**config.mk**
```make
export PLATFORM = sky130hd
export DESIGN_NAME = adc_sample_format
export DESIGN_NICKNAME = d
export VERILOG_FILES = /design/src/rtl/adc_fmt_pkg.sv /design/src/rtl/adc_dc_cal.sv /design/src/rtl/adc_sample_format.sv
export SDC_FILE = /design/constraint.sdc
export NUM_CORES = 1
export LEC_CHECK = 0
export CORE_ASPECT_RATIO = 0.6
export CORE_MARGIN = 8
export CORE_UTILIZATION = 49
export CTS_CLUSTER_SIZE = 8
export DETAILED_ROUTE_END_ITERATION = 10
export PLACE_DENSITY_LB_ADDON = 0.15
export RECOVER_POWER = 50
export REMOVE_ABC_BUFFERS = 1
export SLEW_MARGIN = 15
export SYNTH_ARGS = -nofsm -noshare
export SYNTH_HDL_FRONTEND = slang
export SYNTH_SLANG_ARGS = --single-unit
```
**constraint.sdc**
```tcl
create_clock -name clk -period 2.4 [get_ports clk]
set_clock_uncertainty 0.15 [all_clocks]
set_input_delay 0.36 -clock clk [delete_from_list [all_inputs] [get_ports clk]]
set_output_delay 0.36 -clock clk [all_outputs]
set_load 0.05 [all_outputs]
```
**src/rtl/adc_fmt_pkg.sv**
```systemverilog
// adc_fmt_pkg: shared definitions for the ADC sample formatter.
//   fmt_mode_e  - output format select encodings (mode port)
//   cal_state_e - DC-offset calibration FSM states
package adc_fmt_pkg;

    typedef enum logic [1:0] {
        MODE_OFFSET = 2'b00,  // offset-binary to two's complement (MSB flip)
        MODE_RAW    = 2'b01,  // bit-for-bit passthrough
        MODE_CAL    = 2'b10,  // subtract calibrated DC offset, saturate
        MODE_RSVD   = 2'b11   // behaves as MODE_OFFSET
    } fmt_mode_e;

    typedef enum logic [1:0] {
        CAL_IDLE  = 2'b00,
        CAL_ACCUM = 2'b01,
        CAL_ROUND = 2'b10,
        CAL_LOAD  = 2'b11
    } cal_state_e;

endpackage

```
**src/rtl/adc_dc_cal.sv**
```systemverilog
// adc_dc_cal: DC-offset calibration engine.
//   Averages 2^CAL_LOG2 valid input samples (rounded to nearest) after a
//   cal_start request and loads the result into dc_offset.
// Ports:
//   clk, rst          - clock, asynchronous active-high reset
//   in_valid, in_data - raw unsigned ADC samples
//   cal_start         - calibration request, ignored while busy
//   dc_offset         - current offset register (midscale after reset)
//   cal_busy          - high in ACCUM, ROUND, LOAD
//   cal_done          - one-cycle pulse in the cycle the offset is loaded
module adc_dc_cal
    import adc_fmt_pkg::*;
#(
    parameter int unsigned DATA_W   = 8,
    parameter int unsigned CAL_LOG2 = 8
) (
    input  logic              clk,
    input  logic              rst,
    input  logic              in_valid,
    input  logic [DATA_W-1:0] in_data,
    input  logic              cal_start,
    output logic [DATA_W-1:0] dc_offset,
    output logic              cal_busy,
    output logic              cal_done
);

    localparam int unsigned ACC_W = DATA_W + CAL_LOG2;

    localparam logic [CAL_LOG2:0] CNT_LAST = (CAL_LOG2 + 1)'((1 << CAL_LOG2) - 1);
    localparam logic [ACC_W:0]    RND_HALF = (ACC_W + 1)'(1) << (CAL_LOG2 - 1);
    localparam logic [ACC_W:0]    AVG_MAX  = {{(CAL_LOG2 + 1){1'b0}}, {DATA_W{1'b1}}};

    cal_state_e        state, state_nxt;
    logic [ACC_W-1:0]  acc;
    logic [CAL_LOG2:0] cnt;
    logic [DATA_W-1:0] avg_q;

    logic              acc_clr;
    logic              acc_en;
    logic              round_en;
    logic              load_en;
    logic              last_sample;

    logic [ACC_W:0]    rounded;
    logic [ACC_W:0]    shifted;
    logic [DATA_W-1:0] avg_c;

    assign last_sample = in_valid && (cnt == CNT_LAST);

    always_ff @(posedge clk or posedge rst) begin
        if (rst) begin
            state <= CAL_IDLE;
        end else begin
            state <= state_nxt;
        end
    end

    always_comb begin
        state_nxt = state;
        cal_busy  = 1'b0;
        cal_done  = 1'b0;
        acc_clr   = 1'b0;
        acc_en    = 1'b0;
        round_en  = 1'b0;
        load_en   = 1'b0;
        case (state)
            CAL_IDLE: begin
                if (cal_start) begin
                    acc_clr   = 1'b1;
                    state_nxt = CAL_ACCUM;
                end
            end
            CAL_ACCUM: begin
                cal_busy = 1'b1;
                acc_en   = in_valid;
                if (last_sample) begin
                    state_nxt = CAL_ROUND;
                end
            end
            CAL_ROUND: begin
                cal_busy  = 1'b1;
                round_en  = 1'b1;
                state_nxt = CAL_LOAD;
            end
            CAL_LOAD: begin
                cal_busy  = 1'b1;
                cal_done  = 1'b1;
                load_en   = 1'b1;
                state_nxt = CAL_IDLE;
            end
            default: state_nxt = CAL_IDLE;
        endcase
    end

    // Round to nearest by adding half an LSB of the shifted result; the
    // extra top bit keeps the carry so the saturation test sees it.
    always_comb begin
        rounded = {1'b0, acc} + RND_HALF;
        shifted = rounded >> CAL_LOG2;
        avg_c   = (shifted > AVG_MAX) ? '1 : shifted[DATA_W-1:0];
    end

    always_ff @(posedge clk or posedge rst) begin
        if (rst) begin
            acc       <= '0;
            cnt       <= '0;
            avg_q     <= '0;
            dc_offset <= {1'b1, {(DATA_W - 1){1'b0}}};
        end else begin
            if (acc_clr) begin
                acc <= '0;
                cnt <= '0;
            end else if (acc_en) begin
                acc <= acc + {{CAL_LOG2{1'b0}}, in_data};
                cnt <= cnt + 1'b1;
            end
            if (round_en) begin
                avg_q <= avg_c;
            end
            if (load_en) begin
                dc_offset <= avg_q;
            end
        end
    end

endmodule

```
**src/rtl/adc_sample_format.sv**
```systemverilog
// adc_sample_format: two-stage ADC sample formatter with DC calibration.
//   Stage 1 registers the raw sample, valid and mode; stage 2 registers the
//   formatted two's-complement result. Latency is two cycles.
// Ports:
//   clk, rst          - clock, asynchronous active-high reset
//   in_valid, in_data - unsigned ADC samples
//   mode              - 00/11 offset-binary, 01 raw, 10 offset-subtract
//   cal_start         - start DC-offset calibration
//   out_valid         - qualifies out_data/out_sat
//   out_data, out_sat - formatted sample and clamp flag (held when invalid)
//   cal_busy,cal_done - calibration status
//   dc_offset         - current offset register
module adc_sample_format
    import adc_fmt_pkg::*;
#(
    parameter int unsigned DATA_W   = 8,
    parameter int unsigned CAL_LOG2 = 8
) (
    input  logic              clk,
    input  logic              rst,
    input  logic              in_valid,
    input  logic [DATA_W-1:0] in_data,
    input  logic [1:0]        mode,
    input  logic              cal_start,
    output logic              out_valid,
    output logic [DATA_W-1:0] out_data,
    output logic              out_sat,
    output logic              cal_busy,
    output logic              cal_done,
    output logic [DATA_W-1:0] dc_offset
);

    logic              s1_valid;
    logic [DATA_W-1:0] s1_data;
    fmt_mode_e         s1_mode;

    logic [DATA_W:0]   diff;
    logic [DATA_W-1:0] fmt_data;
    logic              fmt_sat;

    adc_dc_cal #(
        .DATA_W   (DATA_W),
        .CAL_LOG2 (CAL_LOG2)
    ) u_dc_cal (
        .clk       (clk),
        .rst       (rst),
        .in_valid  (in_valid),
        .in_data   (in_data),
        .cal_start (cal_start),
        .dc_offset (dc_offset),
        .cal_busy  (cal_busy),
        .cal_done  (cal_done)
    );

    always_ff @(posedge clk or posedge rst) begin
        if (rst) begin
            s1_valid <= 1'b0;
            s1_data  <= '0;
            s1_mode  <= MODE_OFFSET;
        end else begin
            s1_valid <= in_valid;
            s1_data  <= in_data;
            s1_mode  <= fmt_mode_e'(mode);
        end
    end

    // Signed overflow of the DATA_W+1-bit difference shows up as the top
    // two bits disagreeing; the top bit then gives the clamp direction.
    always_comb begin
        diff     = {1'b0, s1_data} - {1'b0, dc_offset};
        fmt_data = {~s1_data[DATA_W-1], s1_data[DATA_W-2:0]};
        fmt_sat  = 1'b0;
        case (s1_mode)
            MODE_RAW: begin
                fmt_data = s1_data;
            end
            MODE_CAL: begin
                if (diff[DATA_W] != diff[DATA_W-1]) begin
                    fmt_sat  = 1'b1;
                    fmt_data = diff[DATA_W] ? {1'b1, {(DATA_W - 1){1'b0}}}
                                            : {1'b0, {(DATA_W - 1){1'b1}}};
                end else begin
                    fmt_data = diff[DATA_W-1:0];
                end
            end
            default: begin
                fmt_data = {~s1_data[DATA_W-1], s1_data[DATA_W-2:0]};
            end
        endcase
    end

    always_ff @(posedge clk or posedge rst) begin
        if (rst) begin
            out_valid <= 1'b0;
            out_data  <= '0;
            out_sat   <= 1'b0;
        end else begin
            out_valid <= s1_valid;
            if (s1_valid) begin
                out_data <= fmt_data;
                out_sat  <= fmt_sat;
            end
        end
    end

endmodule

```
==> results of run 1 <==
-- sequential cells by signal, indices dropped and copies added (netlist names), 2 cells and up --
| register | cells |
|---|---|
| u_dc_cal.cnt | 9 |
| out_data | 8 |
| u_dc_cal.state | 2 |
| s1_data | 8 |
| s1_mode | 2 |
| u_dc_cal.dc_offset | 8 |
| u_dc_cal.avg_q | 8 |
| u_dc_cal.acc | 16 |
-- synth_stat cells (2+ instances only) --
cell       number  share of area (%)
o21ai_0        27                3.8
a211o_1         2               0.49
a31oi_1         5               0.88
or2_2           3               0.53
inv_1          21                2.2
dfrtp_1        63                 44
nor3_1          2               0.28
nor2b_1         6                1.1
fa_1            2                1.1
o21a_1          2               0.42
ha_1           27                9.5
nand3b_1        2               0.42
and3_1          2               0.35
o311ai_0        2               0.49
or3_1           6                1.1
xnor2_1        10                2.5
o21ai_1         2               0.28
clkbuf_1       12                1.3
and2_1          3               0.53
nand3_1        10                1.4
maj3_1          6                1.7
a2bb2oi_1       2               0.49
nand4_1         8                1.4
a21oi_1        26                3.7
nand2b_1        2               0.35
a211oi_1        4               0.84
buf_1           2               0.21
xor2_1         17                4.2
nand2_1        41                4.3
a21o_1          3               0.63
nor2_1         27                2.8
-- power by group --
part           internal (mW)  leakage, nW  switching (mW)  total, mW
Sequential              1.35        0.814           0.201       1.55
Combinational           1.14         1.07            1.48       2.62
Clock                  0.857        0.150           0.470       1.33
-- worst max-delay path: cells and delay by family, from the launching register on --
kind	cells	cell delay [ns]
adder cells (fa/ha/maj)	3	0.88
AO/OA/AOI/OAI	4	0.63
flip-flops	1	0.41
AND/OR/NAND/NOR	1	0.23
buffers and inverters	1	0.08
-- cells by family after synthesis --
group | count (synthesis) | synth area share [%]
AND/OR/NAND/NOR | 117 | 15.8
XOR/XNOR | 27 | 6.65
AO/OA/AOI/OAI | 89 | 16.0
adder cells (fa/ha/maj) | 35 | 12.3
multiplexers | 1 | 0.317
buffers and inverters | 36 | 3.83
flip-flops | 64 | 45.1
-- routing by layer --
metal / GRT usage, % / up-vias / wire, um
met1: 23.0 / 1377 / 4080
li1: - / 1397 / -
met3: 6.16 / 14 / 490
met5: 0 / - / 0
met2: 26.3 / 66 / 3650
met4: 5.72 / 0 / 131
-- stage by stage --
step / hold slack (ns) / setup TNS [ns] / utilization (%)
after floorplan: 0.241 / -2.08 / -
after global placement: 0.318 / -3.11 / 58.3
after detailed placement: 0.328 / -3.81 / 58.3
after CTS: 0.278 / -0.0498 / 63.6
after global routing: 0.180 / -1.89 / 64.1
final: 0.175 / -0.207 / 64.1
-- area by class of cell --
type	instances	area share, %
Timing Repair Buffer	64	12.6
Sequential cell	64	35.0
Clock buffer	13	5.68
Multi-Input combinational cell	269	41.6
Tap cell	91	2.49
Inverter	21	1.72
Clock inverter	3	0.874
-- path summary, 6_finish.rpt --
check | startpoint | to | cells after the start | slack, ns
hold reg to reg | u_dc_cal.avg_q[6]$_DFFE_PP0P_ | u_dc_cal.dc_offset[6]$_DFFE_PP0P_ | 2 | 0.33
setup / recovery | s1_data[0]$_DFF_PP0_ | out_data[0]$_DFFE_PP0P_ | 9 | -0.05
min in group asynchronous | rst | u_dc_cal.acc[0]$_DFFE_PP0P_ | 3 | 0.25
setup reg to reg | s1_data[0]$_DFF_PP0_ | out_data[0]$_DFFE_PP0P_ | 9 | -0.05
hold / removal | in_data[0] | s1_data[0]$_DFF_PP0_ | 1 | 0.18
max in group asynchronous | rst | u_dc_cal.dc_offset[7]$_DFFE_PP1P_ | 3 | 1.51
-- timing repair --
item / 4_1_cts / 5_1_grt
endpoints found under the setup margin: 13 / 16
pin swaps: 8 / 12
resized for setup: 17 / 12
buffers inserted: 4 / 0
==> impl_metrics.env, run 1 <==
export IMPL_yosysSeqAreaShare_pct=45.1
export IMPL_maxSlewHeadroom_pct=64.7
export IMPL_routabilityCongestion=0.880
export IMPL_cp_arrival_ns=2.56
export IMPL_post_place_ws_ns=-0.396
export IMPL_rows=24
export IMPL_final_area_sq_mm=0.00458
export IMPL_finalSetupViolations=9
export IMPL_power_leakage_nw=2.03
export IMPL_grt_pass1_vias=2720
export IMPL_cts_tree="done"
export IMPL_async_flop_share_pct=100
export IMPL_detail_route_first_pass_iterations=4
export IMPL_violations="setup timing"
export IMPL_slowest_delay_ns=0.41
export IMPL_grtUsageTotal_pct=17.4
export IMPL_drv_slew=0
export IMPL_final_cells=525
export IMPL_core_area_sq_mm=0.00715
export IMPL_cts_max_level=3
export IMPL_fin_ws_ns=-0.0485
export IMPL_antenna_left=0
export IMPL_grt_max_degree=65
export IMPL_min_period_ns=2.45
export IMPL_path_cells="inv_2 -> ha_4 -> fa_2 -> and2b_1 -> o211ai_2 -> a21oi_2 -> a31oi_4 -> maj3_2 -> o21ai_2"
export IMPL_final_common_cell="dfrtp_1"
export IMPL_syn_avg_cell_area_sq_um=9.64
export IMPL_drv_cap=0
export IMPL_power_total_mw=5.50
export IMPL_multiInputGateArea_sq_mm=0.00191
export IMPL_p_per_area_mw_per_mm2=1200
export IMPL_rsz0062_at_grt="true"
export IMPL_post_dp_hpwl_mm=5.80
export IMPL_cp_start_kind="flip-flop"
export IMPL_antenna_found_initial=0
export IMPL_route_detailed_drc=0
export IMPL_cp_slowest_cell="dfrtp_1"
export IMPL_required_ns=2.51
export IMPL_num_vias=2854
export IMPL_cts_made_buffers=9
export IMPL_via_per_inst=5.44
export IMPL_finalWirelength_mm=8.36
export IMPL_start_util_pct=49.8
export IMPL_critPathKind="flip-flop to flip-flop"
export IMPL_synth_seq_cells=64
export IMPL_dieArea_sq_mm=0.0103
export IMPL_drtIter0Drc=209
export IMPL_nFillCells=597
export IMPL_cts_sinks=64
export IMPL_finalCritPeriodShare_pct=102
export IMPL_hold_viol_final=0
export IMPL_synth_distinct_cells=53
export IMPL_grt_pass1_wl_mm=13.7
export IMPL_dp_cells=505
export IMPL_nets=472
export IMPL_max_freq_ghz=0.408
export IMPL_die_y_um=82
export IMPL_hold_buffers=0
export IMPL_port_buffers=33
export IMPL_clk_pin_slew_worst_paths_ns=0.05
export IMPL_diodes=0
export IMPL_yosysWarnings=0
export IMPL_synth_top_flop_cell="dfrtp_1"
export IMPL_final_cell_mix="63 x dfrtp_1, 40 x nand2_1, 30 x buf_4"
export IMPL_cp_max_fo=8
export IMPL_tightest_slew_ns=0.529
export IMPL_status="finished with violations"
export IMPL_grt_overflow=0
export IMPL_clk_root_buffer_cell="clkbuf_16"
export IMPL_crit_path_end_kind="flip-flop"
export IMPL_ios=34
export IMPL_area_delta_synth_final_pct=28.8
export IMPL_syn_inst=369
export IMPL_die_w_um=126
export IMPL_ff_latch_area_sq_mm=0.00160
export IMPL_ir_drop_v=0.000576
export IMPL_synth_edf_count=0
export IMPL_wl_per_cell_um=15.9
export IMPL_holdCritPathClass="input port to flip-flop"
export IMPL_clk_latency_ns=0.34
export IMPL_syn_area_sq_mm=0.00356
export IMPL_placed_cell_area_sq_mm=0.00417
export IMPL_drive_gt1_share_pct=18.2
export IMPL_clockBufferDepth=2
Power figures use the tool's default switching activity.
==> inputs of run 2 (changes only) <==
CORE_MARGIN = not set   (was 8)
HOLD_SLACK_MARGIN = 0.15   (was not set)
SLEW_MARGIN = not set   (was 15)
==> run 2 against run 1 <==
The run ends with DRC, capacitance limit, slew limit left. Worst setup slack better by 0.062 ns. Cell count is 0.57% higher. Clock power is 13% lower. Sequential cell count stayed put. Critical path type is now input port to flip-flop. Highest routed layer unchanged.
==> impl_metrics.env, run 2 (synthesis results as in run 1) <==
export IMPL_max_freq_ghz=0.419
export IMPL_power_leakage_nw=2.03
export IMPL_dieArea_sq_mm=0.00762
export IMPL_violations="DRC, capacitance limit, slew limit"
export IMPL_drv_cap=1
export IMPL_ir_drop_v=0.000570
export IMPL_final_common_cell="dfrtp_1"
export IMPL_cp_arrival_ns=2.45
export IMPL_groute_layer_met2_usage_pct=34.7
export IMPL_cts_max_level=3
export IMPL_dp_cells=509
export IMPL_rsz0062_at_grt="true"
export IMPL_drtIter0Drc=171
export IMPL_largest_reg_flops=16
export IMPL_drv_slew=65
export IMPL_routabilityCongestion=0.839
export IMPL_holdCritPathClass="flip-flop to flip-flop"
export IMPL_hold_buffers=0
export IMPL_rows=23
export IMPL_final_cell_mix="63 x dfrtp_1, 41 x nand2_1, 37 x buf_4"
export IMPL_post_dp_hpwl_mm=5.98
export IMPL_die_w_um=112
export IMPL_cts_tree="done"
export IMPL_final_util_pct=66.9
export IMPL_num_vias=2852
export IMPL_start_util_pct=51.9
export IMPL_use_met3_pct=8.24
export IMPL_r2r_setup_slack_ns=0.03
export IMPL_detail_route_first_pass_iterations=7
export IMPL_maxSlewHeadroom_pct=-8.46
export IMPL_antenna_left=0
export IMPL_placed_cell_area_sq_mm=0.00421
export IMPL_final_area_sq_mm=0.00458
export IMPL_grtUsageTotal_pct=23.9
export IMPL_clk_pin_slew_worst_paths_ns=0.05
export IMPL_cts_made_buffers=9
export IMPL_slowest_delay_ns=0.57
export IMPL_die_y_um=68
export IMPL_diodes=0
export IMPL_required_ns=2.47
export IMPL_cp_start_kind="input port"
export IMPL_hold_viol_final=0
export IMPL_grt_pass1_wl_mm=13.6
export IMPL_clockBufferDepth=2
export IMPL_min_period_ns=2.39
export IMPL_critPathKind="input port to flip-flop"
export IMPL_final_cells=528
export IMPL_busiest_layer="met2"
export IMPL_cts_sinks=64
export IMPL_path_common_cell="a21oi_1"
export IMPL_regMostFlops="u_dc_cal.acc"
export IMPL_tightest_slew_ns=1.63
export IMPL_nFillCells=552
export IMPL_finalWirelength_mm=8.19
export IMPL_multiInputGateArea_sq_mm=0.00192
export IMPL_core_area_sq_mm=0.00685
export IMPL_path_cells="dlygate4sd3_1 -> ha_1 -> a21oi_1 -> a21boi_0 -> o21a_1 -> or3_1 -> nand3_1 -> a21oi_1"
export IMPL_largestRegisters="u_dc_cal.acc (16), u_dc_cal.cnt (9)"
export IMPL_clk_latency_ns=0.33
export IMPL_drive_gt1_share_pct=19.5
export IMPL_p_per_area_mw_per_mm2=1170
export IMPL_grt_max_degree=65
export IMPL_area_delta_synth_final_pct=28.7
export IMPL_status="finished with violations"
export IMPL_nets=479
export IMPL_met1_usage_pct=34.2
export IMPL_ff_latch_area_sq_mm=0.00160
export IMPL_crit_path_end_kind="flip-flop"
export IMPL_grt_pass1_vias=2696
export IMPL_via_per_inst=5.40
export IMPL_ios=34
export IMPL_antenna_found_initial=0
export IMPL_clk_root_buffer_cell="clkbuf_16"
export IMPL_port_buffers=33
export IMPL_setup_tns_ns=0
export IMPL_grt_overflow=0
export IMPL_finalCritPeriodShare_pct=99.5
export IMPL_cp_max_fo=4
export IMPL_cp_slowest_cell="dlygate4sd3_1"
export IMPL_route_detailed_drc=5
export IMPL_finalSetupViolations=0
export IMPL_wl_per_cell_um=15.5
[run 2: cell types whose count changed in the layout (fill, tap and decap cells not counted), sizes merged]
cell           previous run  this run
clkdlybuf4s50            21        23
inv                      21        20
buf                      32        38
clkinvlp                  0         1
bufinv                    1         0
clkdlybuf4s25             1         0
dlygate4sd3               9         8
clkinv                    2         4
[run 2: power breakdown]
group | leakage, nW | total, mW | internal (mW) | switching, mW
Combinational | 1.09 | 2.65 | 1.15 | 1.50
Clock | 0.126 | 1.16 | 0.693 | 0.462
Sequential | 0.814 | 1.54 | 1.35 | 0.194
Total | 2.03 | 5.35 | 3.19 | 2.15
[run 2: path summary, 6_finish.rpt]
| kind | end | cells after the start | startpoint |
|---|---|---|---|
| worst min-delay path | u_dc_cal.dc_offset[3]$_DFFE_PP0P_ | 2 | u_dc_cal.avg_q[3]$_DFFE_PP0P_ |
| max in group asynchronous | u_dc_cal.acc[11]$_DFFE_PP0P_ | 3 | rst |
| worst min register to register | u_dc_cal.dc_offset[3]$_DFFE_PP0P_ | 2 | u_dc_cal.avg_q[3]$_DFFE_PP0P_ |
| min in group asynchronous | u_dc_cal.acc[1]$_DFFE_PP0P_ | 3 | rst |
| worst max register to register | out_data[3]$_DFFE_PP0P_ | 9 | s1_data[0]$_DFF_PP0_ |
| worst max-delay path | u_dc_cal.acc[5]$_DFFE_PP0P_ | 8 | in_data[2] |
[run 2: repair_timing]
| action | 4_1_cts | 5_1_grt |
|---|---|---|
| pin swaps | 6 | 13 |
| gates resized for setup | 16 | 18 |
| buffers inserted | 0 | 3 |
| setup endpoints to repair | 13 | 17 |
[run 2: metal layers]
metal	up-vias	wire [um]
li1	1414	-
met1	1381	4310
met2	47	3420
met3	10	378
met4	0	78
met5	-	0
[run 2: metrics by stage]
step | setup slack [ns] | hold slack [ns] | total power, mW
2_1_floorplan | -0.282 | 0.241 | 3.17
3_3_place_gp | -0.335 | 0.318 | 3.93
3_5_place_dp | -0.381 | 0.323 | 4.00
4_1_cts | 0.00406 | 0.284 | 5.23
5_1_grt | -0.0772 | 0.363 | 5.70
6_report | 0.0130 | 0.338 | 5.35
[run 2: area by class of cell]
cell class              count  share of cell area (%)
clock buffers              12                    5.16
clock inverters             4                   0.492
inverters                  21                    1.72
multi-input cells         269                    42.0
flip-flops and latches     64                    35.0
well taps                  87                    2.38
repair buffers             71                    13.3
[run 2: critical path, delay by kind of cell]
family / cells / cell delay, ns
buffers and inverters: 1 / 0.57
and+or+nand+nor: 2 / 0.39
adders and majority gates: 1 / 0.35
AOI/OAI and AO/OA: 4 / 0.79
==> inputs of run 3 (changes only) <==
CORE_UTILIZATION = 35   (was 49)
==> run 3 against run 2 <==
The run ends with setup timing left. Register-to-register slack about the same. Sequential share of layout area decreased by 1.1 points. Cell count increased by 9.5%. Sequential cell count unchanged. Clock-buffer cell count increased by 1. Sequential power about the same. Power increased by 6.1%. Die area increased by 39%. Via count decreased by 1.8%. Clock power increased by 21%. Largest cell class unchanged. Highest routed layer unchanged.
==> impl_metrics.env, run 3 (synthesis results as in run 1) <==
export IMPL_finalSetupViolations=1
export IMPL_route_detailed_drc=0
export IMPL_min_period_ns=2.41
export IMPL_ir_drop_v=0.000454
export IMPL_violations="setup timing"
export IMPL_setup_tns_ns=-0.0123
export IMPL_clk_root_buffer_cell="clkbuf_16"
export IMPL_drv_slew=0
export IMPL_final_cell_mix="63 x dfrtp_1, 40 x nand2_1, 36 x buf_4"
export IMPL_cts_max_level=3
export IMPL_via_per_inst=4.84
export IMPL_required_ns=2.50
export IMPL_num_vias=2800
export IMPL_antenna_left=0
export IMPL_cp_arrival_ns=2.51
export IMPL_nets=481
export IMPL_tightest_slew_ns=1.40
export IMPL_cts_sinks=64
export IMPL_status="finished with violations"
export IMPL_area_delta_synth_final_pct=33.1
export IMPL_die_y_um=80.1
export IMPL_final_common_cell="dfrtp_1"
export IMPL_path_delay_family="compound AO/OA/AOI/OAI gates"
export IMPL_finalWirelength_mm=8.52
export IMPL_wl_per_cell_um=14.7
export IMPL_clk_pin_slew_worst_paths_ns=0.05
export IMPL_clockBufferDepth=2
export IMPL_path_cells="dlygate4sd3_1 -> ha_1 -> nand4_1 -> a21oi_2 -> o21ai_1 -> a21o_1 -> or3_1 -> a21oi_1"
export IMPL_ios=34
export IMPL_port_buffers=33
export IMPL_hold_viol_final=0
export IMPL_cp_max_fo=4
export IMPL_maxSlewHeadroom_pct=6.66
export IMPL_cp_start_kind="input port"
export IMPL_drtIter0Drc=163
export IMPL_crit_path_end_kind="flip-flop"
export IMPL_drv_cap=0
export IMPL_post_dp_hpwl_mm=6.26
export IMPL_diodes=0
export IMPL_routabilityCongestion=0.796
export IMPL_cts_made_buffers=9
export IMPL_dieArea_sq_mm=0.0106
export IMPL_rsz0062_at_grt="true"
export IMPL_regMostFlops="u_dc_cal.acc"
export IMPL_slowest_delay_ns=0.58
export IMPL_grt_max_degree=40
export IMPL_detail_route_first_pass_iterations=4
export IMPL_fin_ws_ns=-0.0123
export IMPL_largestRegisters="u_dc_cal.acc (16), u_dc_cal.cnt (9)"
export IMPL_p_per_area_mw_per_mm2=1200
export IMPL_critPathKind="input port to flip-flop"
export IMPL_crit_buf_inv=1
export IMPL_antenna_found_initial=0
export IMPL_grtUsageTotal_pct=17.4
export IMPL_die_w_um=132
export IMPL_cp_slowest_cell="dlygate4sd3_1"
export IMPL_post_place_ws_ns=-0.367
export IMPL_grt_overflow=0
export IMPL_largest_reg_flops=16
export IMPL_max_freq_ghz=0.415
export IMPL_grt_pass1_wl_mm=13.9
export IMPL_drive_gt1_share_pct=19.2
export IMPL_holdCritPathClass="flip-flop to flip-flop"
export IMPL_rows=28
export IMPL_cts_tree="done"
export IMPL_grt_pass1_vias=2735
export IMPL_start_util_pct=36.0
export IMPL_power_leakage_nw=2.07
export IMPL_power_total_mw=5.67
export IMPL_core_area_sq_mm=0.00988
export IMPL_finalCritPeriodShare_pct=101
export IMPL_clk_latency_ns=0.33
-- run 3: changes by cell type in the layout (fill, tap and decap cells not counted), sizes merged --
cell,delta
inv,+1
bufinv,+2
clkbuf,+2
clkdlybuf4s25,+1
clkinvlp,-1
clkinv,-3
clkdlybuf4s50,+1
dlygate4sd3,-1
-- run 3: final cells by class --
class                      count  area, sq um
clock buffer                  13          250
clock inverter                 3         65.1
fill                         960         5150
inverter                      21         78.8
multi-input combinational    269         1920
sequential                    64         1600
tap                          135          169
timing repair buffer          73          643
-- run 3: metal layers --
layer	vias up	wire length [um]	track usage, %
met3	9	446	4.42
li1	1414	-	-
met1	1326	4490	25.0
met5	-	0	0
met4	0	85	5.58
met2	51	3500	25.2
-- run 3: worst register-to-register path: cells and delay by family (launching register included) --
kind                     cells  cell delay, ns
AO/OA/AOI/OAI                4            0.60
adder cells (fa/ha/maj)      3            0.84
AND/OR/NAND/NOR              1            0.23
flip-flops                   1            0.40
buffers and inverters        1            0.08
-- run 3: final timing paths --
kind,depth (start not counted),end,slack (ns),from
hold / removal,2,u_dc_cal.dc_offset[3]$_DFFE_PP0P_,0.33,u_dc_cal.avg_q[3]$_DFFE_PP0P_
setup / recovery,8,u_dc_cal.acc[15]$_DFFE_PP0P_,-0.01,in_data[5]
setup reg to reg,9,out_data[0]$_DFFE_PP0P_,0.04,s1_data[0]$_DFF_PP0_
min in group asynchronous,3,u_dc_cal.acc[4]$_DFFE_PP0P_,0.68,rst
max in group asynchronous,3,s1_data[6]$_DFF_PP0_,0.45,rst
hold reg to reg,2,u_dc_cal.dc_offset[3]$_DFFE_PP0P_,0.33,u_dc_cal.avg_q[3]$_DFFE_PP0P_
-- run 3: what timing repair did --
item	4_1_cts	5_1_grt
setup endpoints to repair	11	15
endpoints found under the hold margin	0	1
buffers inserted	1	2
hold buffers	0	1
gates resized for setup	17	16
pin swaps	7	14
gates cloned	0	0
-- run 3: metrics by stage --
stage | hold WS, ns | instance area (sq um) | util, % | instances
detailed placement | 0.321 | 4290 | 43.4 | 558
CTS | 0.284 | 4650 | 47.1 | 575
floorplan | 0.241 | 3500 | - | 354
finish | 0.330 | 4730 | 47.9 | 578
global placement | 0.320 | 4290 | 43.4 | 558
global route | 0.375 | 4730 | 47.9 | 578
-- run 3: report_power, final --
group          total [mW]  switching (mW)  internal [mW]
Combinational        2.74            1.51           1.23
Clock                1.40           0.461          0.937
Sequential           1.53           0.185           1.35
Total                5.67            2.16           3.52
